==> config.mk <==
export PLATFORM = sky130hd
export DESIGN_NAME = memory_stage
export DESIGN_NICKNAME = d
export VERILOG_FILES = /design/src/rtl/memory_stage.sv
export SDC_FILE = /design/constraint.sdc
export NUM_CORES = 1
export LEC_CHECK = 0
export CORE_MARGIN = 1
export CORE_UTILIZATION = 33
export DETAILED_ROUTE_END_ITERATION = 12
export GPL_ROUTABILITY_DRIVEN = 1
export PLACE_DENSITY = 0.61
export SLEW_MARGIN = 15
export SYNTH_ARGS = -nofsm -noshare
export SYNTH_HDL_FRONTEND = slang
export SYNTH_SLANG_ARGS = --single-unit
==> constraint.sdc <==
create_clock -name clk -period 2.2 [get_ports clk]
set_input_delay 0.22 -clock clk [delete_from_list [all_inputs] [get_ports clk]]
set_output_delay 0.22 -clock clk [all_outputs]
set_load 0.02 [all_outputs]
==> src/rtl/memory_stage.sv <==
// rtl/memory_stage.sv - memory access pipeline stage between execute and write-back
//
// Purpose: accepts one instruction at a time from execute. Non-memory instructions pass
// result_data through. Loads and stores make one access on a request/acknowledge port.
// Faulting loads and stores make no access. The finished result is held for write-back.
//
// Ports:
//   clk, rst                  clock, synchronous active-high reset
//   prev_done / stall_prev    upstream handshake (execute -> this stage)
//   done_next / next_stall    downstream handshake (this stage -> write-back)
//   load, store, funct_3      instruction class, access width and signedness
//   register_2_data           store data
//   result_data(_valid)       ALU result or effective address
//   write_register(_valid)    destination register and its enable
//   mem_req/mem_write/mem_addr/mem_wdata/mem_wstrb   data-memory request, held until mem_ack
//   mem_ack/mem_rdata         single-cycle completion pulse with read word
//   wb_data/wb_register/wb_register_valid            write-back outputs
//   access_fault              misaligned address or illegal funct_3 on a load/store

module memory_stage #(
  parameter int ADDR_WIDTH              = 32,
  parameter int DATA_WIDTH              = 32,
  parameter int REGISTER_INDEXING_WIDTH = 5
) (
  input  logic                               clk,
  input  logic                               rst,
  output logic                               stall_prev,
  input  logic                               prev_done,
  input  logic                               next_stall,
  output logic                               done_next,
  input  logic                               load,
  input  logic                               store,
  input  logic [2:0]                         funct_3,
  input  logic [DATA_WIDTH-1:0]              register_2_data,
  input  logic [DATA_WIDTH-1:0]              result_data,
  input  logic                               result_data_valid,
  input  logic [REGISTER_INDEXING_WIDTH-1:0] write_register,
  input  logic                               write_register_valid,
  output logic                               mem_req,
  output logic                               mem_write,
  output logic [ADDR_WIDTH-1:0]              mem_addr,
  output logic [DATA_WIDTH-1:0]              mem_wdata,
  output logic [3:0]                         mem_wstrb,
  input  logic                               mem_ack,
  input  logic [DATA_WIDTH-1:0]              mem_rdata,
  output logic [DATA_WIDTH-1:0]              wb_data,
  output logic [REGISTER_INDEXING_WIDTH-1:0] wb_register,
  output logic                               wb_register_valid,
  output logic                               access_fault
);

  localparam logic [1:0] S_IDLE   = 2'd0;
  localparam logic [1:0] S_ACCESS = 2'd1;
  localparam logic [1:0] S_HOLD   = 2'd2;

  logic [1:0] state;

  // Captured at acceptance; needed again when the read word comes back.
  logic [2:0] funct_3_q;
  logic [1:0] addr_lsb_q;
  logic       write_register_valid_q;

  logic transfer_next;
  logic accept;

  assign done_next     = !rst && (state == S_HOLD);
  assign transfer_next = done_next && !next_stall;
  assign stall_prev    = rst || (state == S_ACCESS) || ((state == S_HOLD) && !transfer_next);
  // stall_prev is low only in IDLE or in HOLD while the held result leaves.
  // That lets a new instruction enter in the same cycle, with no bubble.
  assign accept        = prev_done && !stall_prev;

  // Decode of the incoming instruction.
  logic [1:0]            addr_lsb;
  logic                  is_mem;
  logic                  funct_illegal;
  logic                  misaligned;
  logic                  fault;
  logic [DATA_WIDTH-1:0] store_wdata;
  logic [3:0]            store_wstrb;

  assign addr_lsb = result_data[1:0];
  assign is_mem   = load || store;

  always_comb begin
    funct_illegal = 1'b0;
    misaligned    = 1'b0;
    if (load) begin
      funct_illegal = (funct_3 == 3'b011) || (funct_3[2:1] == 2'b11);
    end else if (store) begin
      funct_illegal = funct_3[2] || (funct_3[1:0] == 2'b11);
    end
    if (funct_3[1:0] == 2'b01) begin
      misaligned = addr_lsb[0];
    end else if (funct_3[1:0] == 2'b10) begin
      misaligned = (addr_lsb != 2'b00);
    end
    fault = is_mem && (funct_illegal || misaligned);
  end

  // Store data is replicated across every lane. The memory then writes only
  // the strobed bytes and ignores the address low bits.
  always_comb begin
    store_wdata = register_2_data;
    store_wstrb = 4'b1111;
    case (funct_3[1:0])
      2'b00: begin
        store_wdata = {4{register_2_data[7:0]}};
        store_wstrb = 4'b0001 << addr_lsb;
      end
      2'b01: begin
        store_wdata = {2{register_2_data[15:0]}};
        store_wstrb = addr_lsb[1] ? 4'b1100 : 4'b0011;
      end
      default: begin
        store_wdata = register_2_data;
        store_wstrb = 4'b1111;
      end
    endcase
  end

  // Load lane extraction from the returned word.
  logic [7:0]            load_byte;
  logic [15:0]           load_half;
  logic [DATA_WIDTH-1:0] load_data;

  always_comb begin
    case (addr_lsb_q)
      2'b00:   load_byte = mem_rdata[7:0];
      2'b01:   load_byte = mem_rdata[15:8];
      2'b10:   load_byte = mem_rdata[23:16];
      default: load_byte = mem_rdata[31:24];
    endcase
    load_half = addr_lsb_q[1] ? mem_rdata[31:16] : mem_rdata[15:0];
    case (funct_3_q)
      3'b000:  load_data = {{24{load_byte[7]}}, load_byte};
      3'b001:  load_data = {{16{load_half[15]}}, load_half};
      3'b100:  load_data = {24'd0, load_byte};
      3'b101:  load_data = {16'd0, load_half};
      default: load_data = mem_rdata;
    endcase
  end

  always_ff @(posedge clk) begin
    if (rst) begin
      // A request in flight is dropped here. A late mem_ack is ignored because
      // the state is no longer ACCESS.
      state                  <= S_IDLE;
      mem_req                <= 1'b0;
      mem_write              <= 1'b0;
      mem_addr               <= '0;
      mem_wdata              <= '0;
      mem_wstrb              <= 4'b0000;
      wb_data                <= '0;
      wb_register            <= '0;
      wb_register_valid      <= 1'b0;
      access_fault           <= 1'b0;
      funct_3_q              <= 3'b000;
      addr_lsb_q             <= 2'b00;
      write_register_valid_q <= 1'b0;
    end else begin
      case (state)
        S_ACCESS: begin
          if (mem_ack) begin
            state             <= S_HOLD;
            mem_req           <= 1'b0;
            wb_register_valid <= !mem_write && write_register_valid_q;
            if (!mem_write) begin
              wb_data <= load_data;
            end
          end
        end
        S_HOLD: begin
          if (transfer_next && !accept) begin
            state <= S_IDLE;
          end
        end
        default: ;
      endcase

      // accept is true only in IDLE or HOLD, so this never overrides ACCESS.
      if (accept) begin
        funct_3_q              <= funct_3;
        addr_lsb_q             <= addr_lsb;
        write_register_valid_q <= write_register_valid;
        wb_register            <= write_register;
        mem_write              <= store;
        mem_addr               <= {result_data[ADDR_WIDTH-1:2], 2'b00};
        mem_wdata              <= store ? store_wdata : '0;
        mem_wstrb              <= store ? store_wstrb : 4'b0000;
        if (!is_mem) begin
          state             <= S_HOLD;
          mem_req           <= 1'b0;
          access_fault      <= 1'b0;
          wb_data           <= result_data_valid ? result_data : '0;
          wb_register_valid <= write_register_valid;
        end else if (fault) begin
          state             <= S_HOLD;
          mem_req           <= 1'b0;
          access_fault      <= 1'b1;
          wb_data           <= '0;
          wb_register_valid <= 1'b0;
        end else begin
          state             <= S_ACCESS;
          mem_req           <= 1'b1;
          access_fault      <= 1'b0;
          wb_data           <= '0;
          wb_register_valid <= 1'b0;
        end
      end
    end
  end

endmodule

Word level (Yosys, flattened, before mapping)
Cells that the tools add are included.
{"block": "word_totals", "out_inout_bits": 111, "register_bits": 115, "in_bits": 113, "elab_cells": 93}
{"block": "op_classes", "muxes": 35, "n_reduce_logical": 29, "eq_ne": 15, "n_shift": 1}
{"op": "$mux W32", "count": 7}
{"op": "$pmux W32 S4", "count": 1}
{"op": "$pmux W32 S2", "count": 1}
{"op": "$pmux W8 S3", "count": 1}
{"op": "$mux W16", "count": 1}
{"op": "$mux W1", "count": 15}
{"op": "$eq A2 B2 Y1 const B", "count": 5}
{"op": "$mux W2", "count": 5}
{"op": "$mux W4", "count": 2}
{"op": "$pmux W4 S2", "count": 1}
{"op": "$logic_and A1 B1 Y1", "count": 7}
{"op": "$eq A2 B1 Y1 const B", "count": 3}
{"op": "$eq A3 B3 Y1 const B", "count": 2}
{"op": "$logic_not A1 Y1", "count": 6}
{"op": "$logic_or A1 B1 Y1", "count": 6}
{"op": "$reduce_and A3 Y1", "count": 2}
{"op": "$reduce_bool A2 Y1", "count": 3}
{"op": "$logic_not A2 Y1", "count": 2}
{"op": "$pmux W2 S2", "count": 1}
{"op": "$shl A1 B2 Y4 const A", "count": 1}
{"op": "$eq A3 B1 Y1 const B", "count": 1}
{"op": "$eq A3 B2 Y1 const B", "count": 1}
{"op": "$logic_not A3 Y1", "count": 1}
{"op": "$ne A3 B2 Y1 const B", "count": 1}
{"op": "other kinds (4)", "count": 4}

Longest topological paths before layout
Gate-level depths: netlist of the first run.
{"block": "depth", "word_depth": 13, "mapped_depth": 8, "mapped_depth_nobuf": 5}

Worst setup path after synthesis of the first run
OpenSTA, ideal clock, no wires.
{"block": "synth_path", "kind": "register to register", "from": "register addr_lsb_q[1]", "to": "register wb_data[10]", "setup_ps": 122, "path_buffers": 1, "t_arrival_ps": 1691, "t_required_ps": 2078, "slack_ps": 387, "stages_incl_launch_ff": 7, "synth_period_minus_slack_ps": 1813, "cell_sequence": "dfxtp_1 > buf_6 > mux4_2 > a211oi_1 > nand2b_2 > a221oi_1 > a221o_1"}
{"block": "synth_via", "elab_chain_cells": 7, "word_cells_on_any_way": 10, "classes_between": "2 x eq/ne; 7 x mux; 1 x reduce/logical"}
{"item": "start, declared", "line_no": "60", "rtl": "logic [1:0] addr_lsb_q;"}
{"item": "start signal, assigned", "line_no": "184", "rtl": "addr_lsb_q <= addr_lsb;"}
{"item": "$eq A2 B2 Y1 (tied with other cells)", "line_no": "128", "rtl": "case (addr_lsb_q)"}
{"item": "$pmux W8 S3", "line_no": "128"}
{"item": "$pmux W32 S4 (*)", "line_no": "135", "rtl": "case (funct_3_q)"}
{"item": "$mux W32 (*)", "line_no": "168", "rtl": "if (!mem_write) begin"}
{"item": "$mux W32 (*)", "line_no": "164", "rtl": "if (mem_ack) begin"}
{"item": "$mux W32 (*)", "line_no": "162", "rtl": "case (state)"}
{"item": "$mux W32 (*)", "line_no": "182", "rtl": "if (accept) begin"}
{"item": "end signal, assigned", "line_no": "169", "rtl": "wb_data <= load_data;"}
{"item": "end signal, assigned", "line_no": "195", "rtl": "wb_data <= result_data_valid ? result_data : '0;"}
{"item": "end, declared", "line_no": "46", "rtl": "output logic [DATA_WIDTH-1:0] wb_data,"}
Every way passes the cells marked *; elsewhere a longest branch is shown, timed or not. The select of a mux whose other input is x is not followed.
A chain may end at the register's enable or synchronous reset.

Final worst setup path of the first run
{"block": "layout_path", "from": "register state[0]", "to": "output stall_prev"}
{"block": "layout_via", "elab_chain_cells": 6, "word_cells_on_any_way": 8, "classes_between": "2 x eq/ne; 6 x reduce/logical"}
{"item": "start, declared", "line_no": "56", "rtl": "logic [1:0] state;"}
{"item": "start signal, assigned", "line_no": "148", "rtl": "state <= S_IDLE;"}
{"item": "start signal, assigned", "line_no": "165", "rtl": "state <= S_HOLD;"}
{"item": "start signal, assigned", "line_no": "175", "rtl": "state <= S_IDLE;"}
{"item": "$eq A2 B2 Y1", "line_no": "66, 68"}
{"item": "$logic_and A1 B1 Y1", "line_no": "66", "rtl": "assign done_next = !rst && (state == S_HOLD);"}
{"item": "$logic_and A1 B1 Y1", "line_no": "67", "rtl": "assign transfer_next = done_next && !next_stall;"}
{"item": "$logic_not A1 Y1", "line_no": "68", "rtl": "assign stall_prev = rst || (state == S_ACCESS) || ((state == S_HOLD) && !transfer_next);"}
{"item": "$logic_and A1 B1 Y1", "line_no": "68"}
{"item": "$logic_or A1 B1 Y1 (*)", "line_no": "68"}
{"item": "end, declared", "line_no": "27", "rtl": "output logic stall_prev,"}
Every way passes the cells marked *; elsewhere a longest branch is shown, timed or not.

==> qor.csv, run 1 <==
metric,value,unit
slew_violations,0,
synthArstFlopShare,0,
io_pins,224,
dp_hpwl,13.6,mm
drc_errors,0,
drt_iter0_markers,315,
ant_nets,0,
period_needed,2.06,ns
fin_tns_setup,0,ns
clock_sinks,115,
slew_headroom,0.448,
ys.flop_type,dfxtp_1,
multi_input_area,2720,um^2
outcome,"finished, final reports clean",
antenna_found_initial,0,
final_nets,965,
port_buffers,221,
grt_pass1_wl,28.3,mm
maxCapViolCount,0,
clock_latency,0.41,ns
clock.fmax,0.484,GHz
worstSetupPathType,register to primary output,
grt_usage,0.224,
setup_viol,0,
area_delta_synth_final,60.0,%
cp_slowest_cell,dfxtp_1,
die_h,129,um
syn_inst,637,
vdd_drop_max,0.000505,V
drive_gt1_frac,0.116,
hold_class,input port to register,
fill_cells,1421,
power_density,760,nW/um^2
final-hold-violation-count,0,
gr-total-overflow,0,
startpoint_type,register,
synth_area,5320,um^2
worstPathRequired,1.98,ns
clkTransAtPathRegs,0.05,ns
post-route-period-util,0.938,
dieArea,16600,um^2
synth.distinct_cells,46,
arrival,1.84,ns
worstPathCellList,and3b_1 -> buf_4 -> or3_1 -> dlygate4sd2_1,
r2r_cells,5,
h-tree-depth,4,
hold_buffers,0,
cts_made_buffers,17,
synth_edf_count,0,
rsz0062_at_grt,false,
vias,5538,
hold_slack,0.0925,ns
end_kind,primary output,
leakage,3.24,nW
seq_area_frac_synth,0.433,
cp_num_buf_inv,2,
place.gp.congestion,0.823,
wl,18.7,mm
cts_root_buffer,clkbuf_16,
synth-seq-cells,115,
ff_latch_area,2300,um^2
skew,0.00469,ns
chipWidth,129,um
vias_per_cell,5.12,
core_area,15800,um^2
critical-path-max-stage-delay,0.39,ns
cts_tree,done,
grt_max_degree,78,
path_depth,4,
clockBufferDepth,2,
avgSynthCellArea,8.35,um^2
yosys_warnings,0,
detail_route.wl_per_cell,17.3,um
critPathMaxFanout,6,
num_rows,46,
start_util,0.336,
worstMarginPinSlew,0.828,ns
first_global_vias,5354,
n_antenna_cell,0,
cpLargestDelayFamily,simple AND/OR/NAND/NOR gates,
first_pass_iters,5,
hold_depth,2,
[cells by family after synthesis]
group,share of synthesized area
and+or+nand+nor,0.173
AOI/OAI and AO/OA,0.247
DFF,0.433
buffers and inverters,0.0590
muxes,0.0875
other,0.000705
[path summary, 6_finish.rpt]
path | from | end | slack (ns)
worst max-delay path | state[0] | stall_prev | 0.14
worst min-delay path | rst | funct_3_q[2] | 0.09
worst max register to register | state[1] | access_fault | 0.15
worst min register to register | mem_addr[20] | mem_addr[20] | 0.45
[where the power goes]
group | leakage, nW | switching, W | internal, W
sequential | 0.936 | 0.0000555 | 0.00218
clock | 0.336 | 0.000982 | 0.00219
combinational | 1.97 | 0.000531 | 0.000532
[per-layer routing]
metal,GRT usage,up-vias,part of all wire
met5,0,-,0
met4,0.0837,0,0.015
met3,0.0898,27,0.096
met2,0.376,241,0.47
met1,0.255,2578,0.41
li1,-,2692,-
[synthesized netlist by cell type (2+ instances only)]
cell      number  area, um^2
mux2i_1       15         150
a21o_1        24         180
buf_2         20         100
buf_1          3        11.3
nand3_1       34         170
a221o_1       24         240
a21oi_1       92         460
a221oi_1       8        70.1
dfxtp_1      115        2300
nand2_1      142         533
nand2b_1       5        31.3
nand3b_1       2        15.0
o21ai_0       18        90.1
and3_1         2        12.5
mux2_2        26         293
nor2b_1        3        18.8
clkbuf_1      28         105
a32o_1         8        80.1
buf_4          5        37.5
inv_1         13        48.8
nor2_1        14        52.6
or3_1          3        18.8
o22ai_1        8        50.1
o211ai_1       3        22.5
[timing repair]
item / in CTS / in global routing
pin swaps: 0 / 1
setup buffers: 0 / 1
resized for setup: 1 / 1
hold endpoints to repair: 0 / 0
endpoints found under the setup margin: 1 / 16
[area by class of cell]
| class | instances | area share |
|---|---|---|
| Clock inverter | 8 | 0.0198 |
| Clock buffer | 24 | 0.0601 |
| Sequential cell | 115 | 0.270 |
| Multi-Input combinational cell | 453 | 0.319 |
| Inverter | 13 | 0.00573 |
| Tap cell | 216 | 0.0318 |
| Timing Repair Buffer | 252 | 0.293 |
[flip-flops by register name, summed over array words and instances (netlist names)]
register	flops
funct_3_q	3
access_fault	1
addr_lsb_q	2
write_register_valid_q	1
state	2
mem_req	1
mem_addr	30
mem_wdata	32
wb_data	32
mem_wstrb	4
wb_register_valid	1
mem_write	1
wb_register	5
[metrics by stage]
stage / total power (W) / instance area [um^2] / std cells / setup WS [ns] / utilization
6_report: 0.00647 / 8510 / 1081 / 0.135 / 0.538
5_1_grt: 0.00671 / 8510 / 1081 / 0.0563 / 0.538
4_1_cts: 0.00653 / 8490 / 1080 / 0.101 / 0.536
3_5_place_dp: 0.00334 / 7810 / 1048 / -0.169 / 0.493
3_3_place_gp: 0.00333 / 7810 / 1048 / -0.0753 / 0.493
2_1_floorplan: 0.00277 / 5320 / 638 / 0.387 / -
[worst reg2reg max path, cell delays in order (launching register included)]
cell     delay [ns]
dfxtp_1        0.40
and2b_1        0.27
or3_2          0.48
buf_4          0.28
or3_1          0.41
a21oi_1        0.14
[cell usage in the layout, fill, tap and decap left out, drive strengths merged, types with 8 or more instances in the layout]
master	n
a21oi	93
o22ai	8
buf	32
clkdlybuf4s50	219
nor2	14
mux2i	15
clkbuf	24
dfxtp	115
o21ai	18
a21o	24
a221o	24
nand2	142
inv	13
a221oi	8
a32o	8
mux2	26
nand3	34
Power figures use the tool's default switching activity.
==> run 2, diff against run 1 <==
- CORE_MARGIN: 1 -> 2
- PLACE_DENSITY: 0.61 -> 0.63
- clock period: 2.2 -> 1.76 ns (I/O delays scaled with it)
==> run 2 against run 1 <==
Net effect:
- the run now ends with negative setup slack left
- die area grew 3.1%
- first-iteration DRC count grew 34%
- sequential share of layout area shrank 1.5 points
- sequential cell count is the same
- non-clock buffer count grew 42
- combinational power grew 40%
- cell count grew 3.9%
- clock power grew 15%
- register-to-register slack lost 0.20 ns
==> qor.csv, run 2 (synthesis results as in run 1) <==
metric,value,unit,change
outcome,finished with violations,,
violations,negative setup slack,,
worstPathRequired,2.07,ns,+0.09 ns
cts_made_buffers,17,,unchanged
h-tree-depth,4,,unchanged
io_pins,224,,unchanged
slew_violations,0,,unchanged
die_h,131,um,+1.6%
hold_class,input port to register,,
fill_cells,1378,,-3.0%
fin_cells,1123,,+3.9%
first_global_vias,5551,,+3.7%
power_density,877,nW/um^2,+15%
rsz0062_at_grt,true,,
num_rows,46,,unchanged
startpoint,addr_lsb_q[1],,
maxCapViolCount,0,,unchanged
hold_slack,0.115,ns,+0.0225 ns
clock_sinks,115,,unchanged
final-hold-violation-count,0,,unchanged
setup_viol,5,,+5
chipWidth,131,um,+1.6%
vdd_drop_max,0.000650,V,+29%
clock.fmax,0.554,GHz,
n_antenna_cell,0,,unchanged
dieArea,17200,um^2,+3.1%
final_util,0.571,,+0.0333
period_needed,1.81,ns,
leakage,3.50,nW,+8.1%
startpoint_type,register,,
p_total,0.00793,W,+23%
detail_route.wl_per_cell,17.6,um,+1.6%
r2r_start,addr_lsb_q[1],,
layout_common_cells,"218 x clkdlybuf4s50_1, 141 x nand2_1, 111 x dfxtp_1",,
area_delta_synth_final,69.9,%,
r2r_cells,5,,unchanged
critPathMaxFanout,7,,+1
drive_gt1_frac,0.185,,+0.0696
antenna_found_initial,0,,unchanged
worstSetupEndpoint,wb_data[12],,
rrSetupSlack,-0.05,ns,-0.20 ns
worstMarginPinSlew,0.871,ns,+0.0424 ns
grt_pass1_wl,28.8,mm,+1.7%
clock_latency,0.43,ns,+0.02 ns
clkTransAtPathRegs,0.06,ns,about the same
arrival,2.12,ns,+0.28 ns
worstSetupPathType,register to register,,
grt_usage,0.220,,-0.00391
worstReg2RegEnd,wb_data[12],,
gr-total-overflow,0,,unchanged
drt_iter0_markers,421,,+34%
post-route-period-util,1.03,,
port_buffers,221,,unchanged
place.gp.congestion,0.857,,+4.2%
vias_per_cell,5.11,,-0.19%
core_area,15800,um^2,unchanged
cts_root_buffer,clkbuf_16,,
post-place-ws,-0.462,ns,-0.292 ns
grt_max_degree,78,,unchanged
dp_hpwl,14.2,mm,+4.3%
end_kind,register,,
clockBufferDepth,2,,unchanged
start_util,0.336,,unchanged
first_pass_iters,5,,unchanged
skew,0.0187,ns,+0.0140 ns
ant_nets,0,,unchanged
place_inst,1074,,+2.5%
drc_errors,0,,unchanged
wl,19.7,mm,+5.5%
top_regs,"mem_wdata x32, wb_data x32, mem_addr x30",,
final_common_cell,clkdlybuf4s50_1,,
worst_slack,-0.0466,ns,-0.182 ns
slew_headroom,0.419,,-0.0283
final_nets,1007,,+4.4%
vias,5742,,+3.7%
cts_tree,done,,
hold_buffers,0,,unchanged
## run 2: changes by cell type in the layout (fill, tap and decap cells not counted), sizes merged
cell	change
buf	+39
clkbuf	-1
clkinvlp	+3
clkinv	+3
bufinv	-1
clkdlybuf4s50	-1
## run 2: through the flow
step           TNS, ns  area, um^2
5_1_grt         -0.872        9040
6_report        -0.134        9040
2_1_floorplan        0        5340
4_1_cts         -0.126        8690
3_3_place_gp    -29.86        8000
3_5_place_dp    -34.61        8000
## run 2: cell type report
cell class | count | area [um^2] | area share
inverters | 13 | 48.8 | 0.00540
multi-input cells | 453 | 2820 | 0.312
flip-flops and latches | 115 | 2310 | 0.256
repair buffers | 294 | 2960 | 0.327
clock buffers | 19 | 443 | 0.0490
well taps | 216 | 270 | 0.0299
clock inverters | 13 | 184 | 0.0203
## run 2: report_power, final
group | switching, W | leakage, nW | internal, W
Combinational | 0.000710 | 2.27 | 0.000770
Sequential | 0.0000673 | 0.938 | 0.00272
Clock | 0.00126 | 0.299 | 0.00240
## run 2: metal layers
layer | up-vias | track usage | wire [um]
li1 | 2779 | - | -
met1 | 2704 | 0.254 | 8020
met2 | 237 | 0.371 | 9470
met3 | 22 | 0.0892 | 1990
met4 | 0 | 0.0726 | 244
met5 | - | 0 | 0
## run 2: critical path, stage by stage, from the launching register on
cell      delay, ns
dfxtp_4        0.37
mux4_2         0.52
a211oi_2       0.20
nand2b_4       0.22
a221oi_1       0.09
a221o_1        0.27
## run 2: worst min path at each step
stage                               end  depth (start not counted)  slack, ns            from
after floorplan           addr_lsb_q[1]                          2       0.30  result_data[1]
after global placement      wb_data[30]                          1       0.44     wb_data[30]
after global routing      addr_lsb_q[1]                          3       0.12             rst
final                     addr_lsb_q[1]                          3       0.11             rst
after CTS                 addr_lsb_q[1]                          3       0.10             rst
after detailed placement    wb_data[16]                          1       0.44     wb_data[16]
## run 2: repair_timing
item | CTS | global route
resized for setup | 21 | 43
pin swaps | 2 | 12
hold endpoints to repair | 0 | 0
endpoints found under the setup margin | 85 | 79
gates cloned | 0 | 5
buffers inserted | 2 | 13
==> run 3, diff against run 2 <==
- PLACE_DENSITY: 0.63 -> 0.61
- clock period: 1.76 -> 1.7 ns (I/O delays scaled with it)
==> run 3 against run 2 <==
Net effect:
- the run still ends with negative setup slack left
- via count decreased by 0.64%
- die area unchanged
- non-clock buffer count stayed put
- routed wire length rose by 1.2%
- hold slack better by 0.13 ns
- critical endpoint is now access_fault
- highest routed layer unchanged
==> qor.csv, run 3 (synthesis results as in run 1) <==
metric,value,unit,change
maxCapViolCount,0,,unchanged
drive_gt1_frac,0.186,,+0.000897
clock_latency,0.41,ns,-0.02 ns
worst_slack,-0.0540,ns,-0.00741 ns
worstPathRequired,2.04,ns,-0.03 ns
startpoint,state[0],,
drc_errors,0,,unchanged
ff_latch_area,2320,um^2,+0.27%
chipWidth,131,um,unchanged
cts_tree,done,,
violations,negative setup slack,,
ant_nets,0,,unchanged
setup_viol,26,,+21
wl,20.0,mm,+1.2%
vdd_drop_max,0.000666,V,+2.6%
h-tree-depth,4,,unchanged
skew,0.00657,ns,-0.0121 ns
fill_cells,1422,,+3.2%
end_kind,register,,
worstSetupEndpoint,access_fault,,
area_delta_synth_final,68.7,%,
top_regs,"mem_wdata x32, wb_data x32, mem_addr x30",,
final_common_cell,clkdlybuf4s50_1,,
port_buffers,221,,unchanged
place.gp.congestion,0.895,,+4.4%
worstReg2RegEnd,access_fault,,
multi_input_area,2870,um^2,+1.7%
gr-total-overflow,0,,unchanged
antenna_found_initial,0,,unchanged
cts_root_buffer,clkbuf_16,,
detail_route.wl_per_cell,17.8,um,+1.2%
grt_usage,0.233,,+0.0137
startpoint_type,register,,
power_density,875,nW/um^2,-0.30%
outcome,finished with violations,,
critPathMaxFanout,5,,-2
place_inst,1080,,+0.56%
r2r_cells,5,,unchanged
num_rows,46,,unchanged
first_pass_iters,5,,unchanged
period_needed,1.75,ns,-0.0526 ns
start_util,0.336,,unchanged
layout_common_cells,"217 x clkdlybuf4s50_1, 141 x nand2_1, 110 x dfxtp_1",,
rrSetupSlack,-0.05,ns,about the same
worstMarginPinSlew,0.681,ns,-0.190 ns
grt_pass1_wl,30.8,mm,+7.0%
drt_iter0_markers,221,,-48%
vias_per_cell,5.08,,-0.73%
core_area,15800,um^2,unchanged
r2r_start,state[0],,
arrival,2.09,ns,-0.03 ns
slew_headroom,0.546,,+0.127
dp_hpwl,14.5,mm,+2.4%
slew_violations,0,,unchanged
n_antenna_cell,0,,unchanged
fin_cells,1124,,+0.089%
first_global_vias,5894,,+6.2%
rsz0062_at_grt,true,,
leakage,3.48,nW,-0.57%
post-route-period-util,1.03,,+0.00529
clockBufferDepth,2,,unchanged
clkTransAtPathRegs,0.05,ns,about the same
io_pins,224,,unchanged
cts_made_buffers,17,,unchanged
clock_sinks,115,,unchanged
post-place-ws,-0.586,ns,-0.125 ns
worstSetupPathType,register to register,,
final_nets,1009,,+0.20%
final-hold-violation-count,0,,unchanged
vias,5705,,-0.64%
clock.fmax,0.570,GHz,+3.0%
grt_max_degree,63,,-19%
hold_class,input port to register,,
die_h,131,um,unchanged
dieArea,17200,um^2,unchanged
-- run 3: layout make-up --
cell class                      count  share of cell area
Timing Repair Buffer              294               0.323
Multi-Input combinational cell    455               0.320
Sequential cell                   115               0.258
Clock buffer                       22              0.0539
Tap cell                          216              0.0301
Clock inverter                      9             0.00892
Inverter                           13             0.00544
-- run 3: where the power goes --
part / internal [W] / switching (W) / total (W) / leakage [nW]
Clock: 0.00214 / 0.00127 / 0.00341 / 0.270
Sequential: 0.00282 / 0.0000722 / 0.00289 / 0.939
Combinational: 0.000796 / 0.000751 / 0.00155 / 2.27
Total: 0.00576 / 0.00209 / 0.00785 / 3.48
-- run 3: worst max-delay path, cell delays in order, from the launching register on --
cell	delay, ns
dfxtp_4	0.36
and3b_2	0.24
or3_4	0.47
buf_6	0.15
or3_1	0.34
a21oi_1	0.12
-- run 3: layer usage --
metal | track usage | share of wire | wire length [um] | vias to the layer above
met5 | 0 | 0 | 0 | -
met4 | 0.0870 | 0.020 | 398 | 0
met3 | 0.0863 | 0.094 | 1880 | 27
met2 | 0.408 | 0.48 | 9640 | 217
met1 | 0.259 | 0.40 | 8060 | 2673
li1 | - | - | - | 2788
-- run 3: worst min path at each step --
stage / slack [ns] / end / cells after the start / startpoint
after floorplan: 0.30 / addr_lsb_q[0] / 2 / result_data[0]
after global placement: 0.44 / mem_wdata[5] / 2 / mem_wdata[5]
after detailed placement: 0.44 / wb_data[28] / 1 / wb_data[28]
after CTS: 0.23 / mem_addr[18] / 3 / rst
after global routing: 0.26 / mem_addr[23] / 3 / rst
final: 0.25 / mem_addr[30] / 3 / rst
-- run 3: timing repair --
item	in CTS	in global routing
pin swaps	19	7
endpoints found under the setup margin	76	89
resized for setup	29	23
buffers inserted	6	6
hold buffers	0	0
cloned	3	0
-- run 3: metrics by stage --
stage                     hold slack, ns  total power, W  utilization  setup TNS (ns)  area [um^2]
after floorplan                    0.298         0.00361            -          -0.289         5410
after global placement             0.438         0.00438        0.513          -30.55         8120
after detailed placement           0.444         0.00441        0.513          -34.63         8120
after CTS                          0.235         0.00788        0.562           -1.41         8890
after global routing               0.264         0.00815        0.567           -2.42         8980
final                              0.248         0.00785        0.567          -0.900         8980
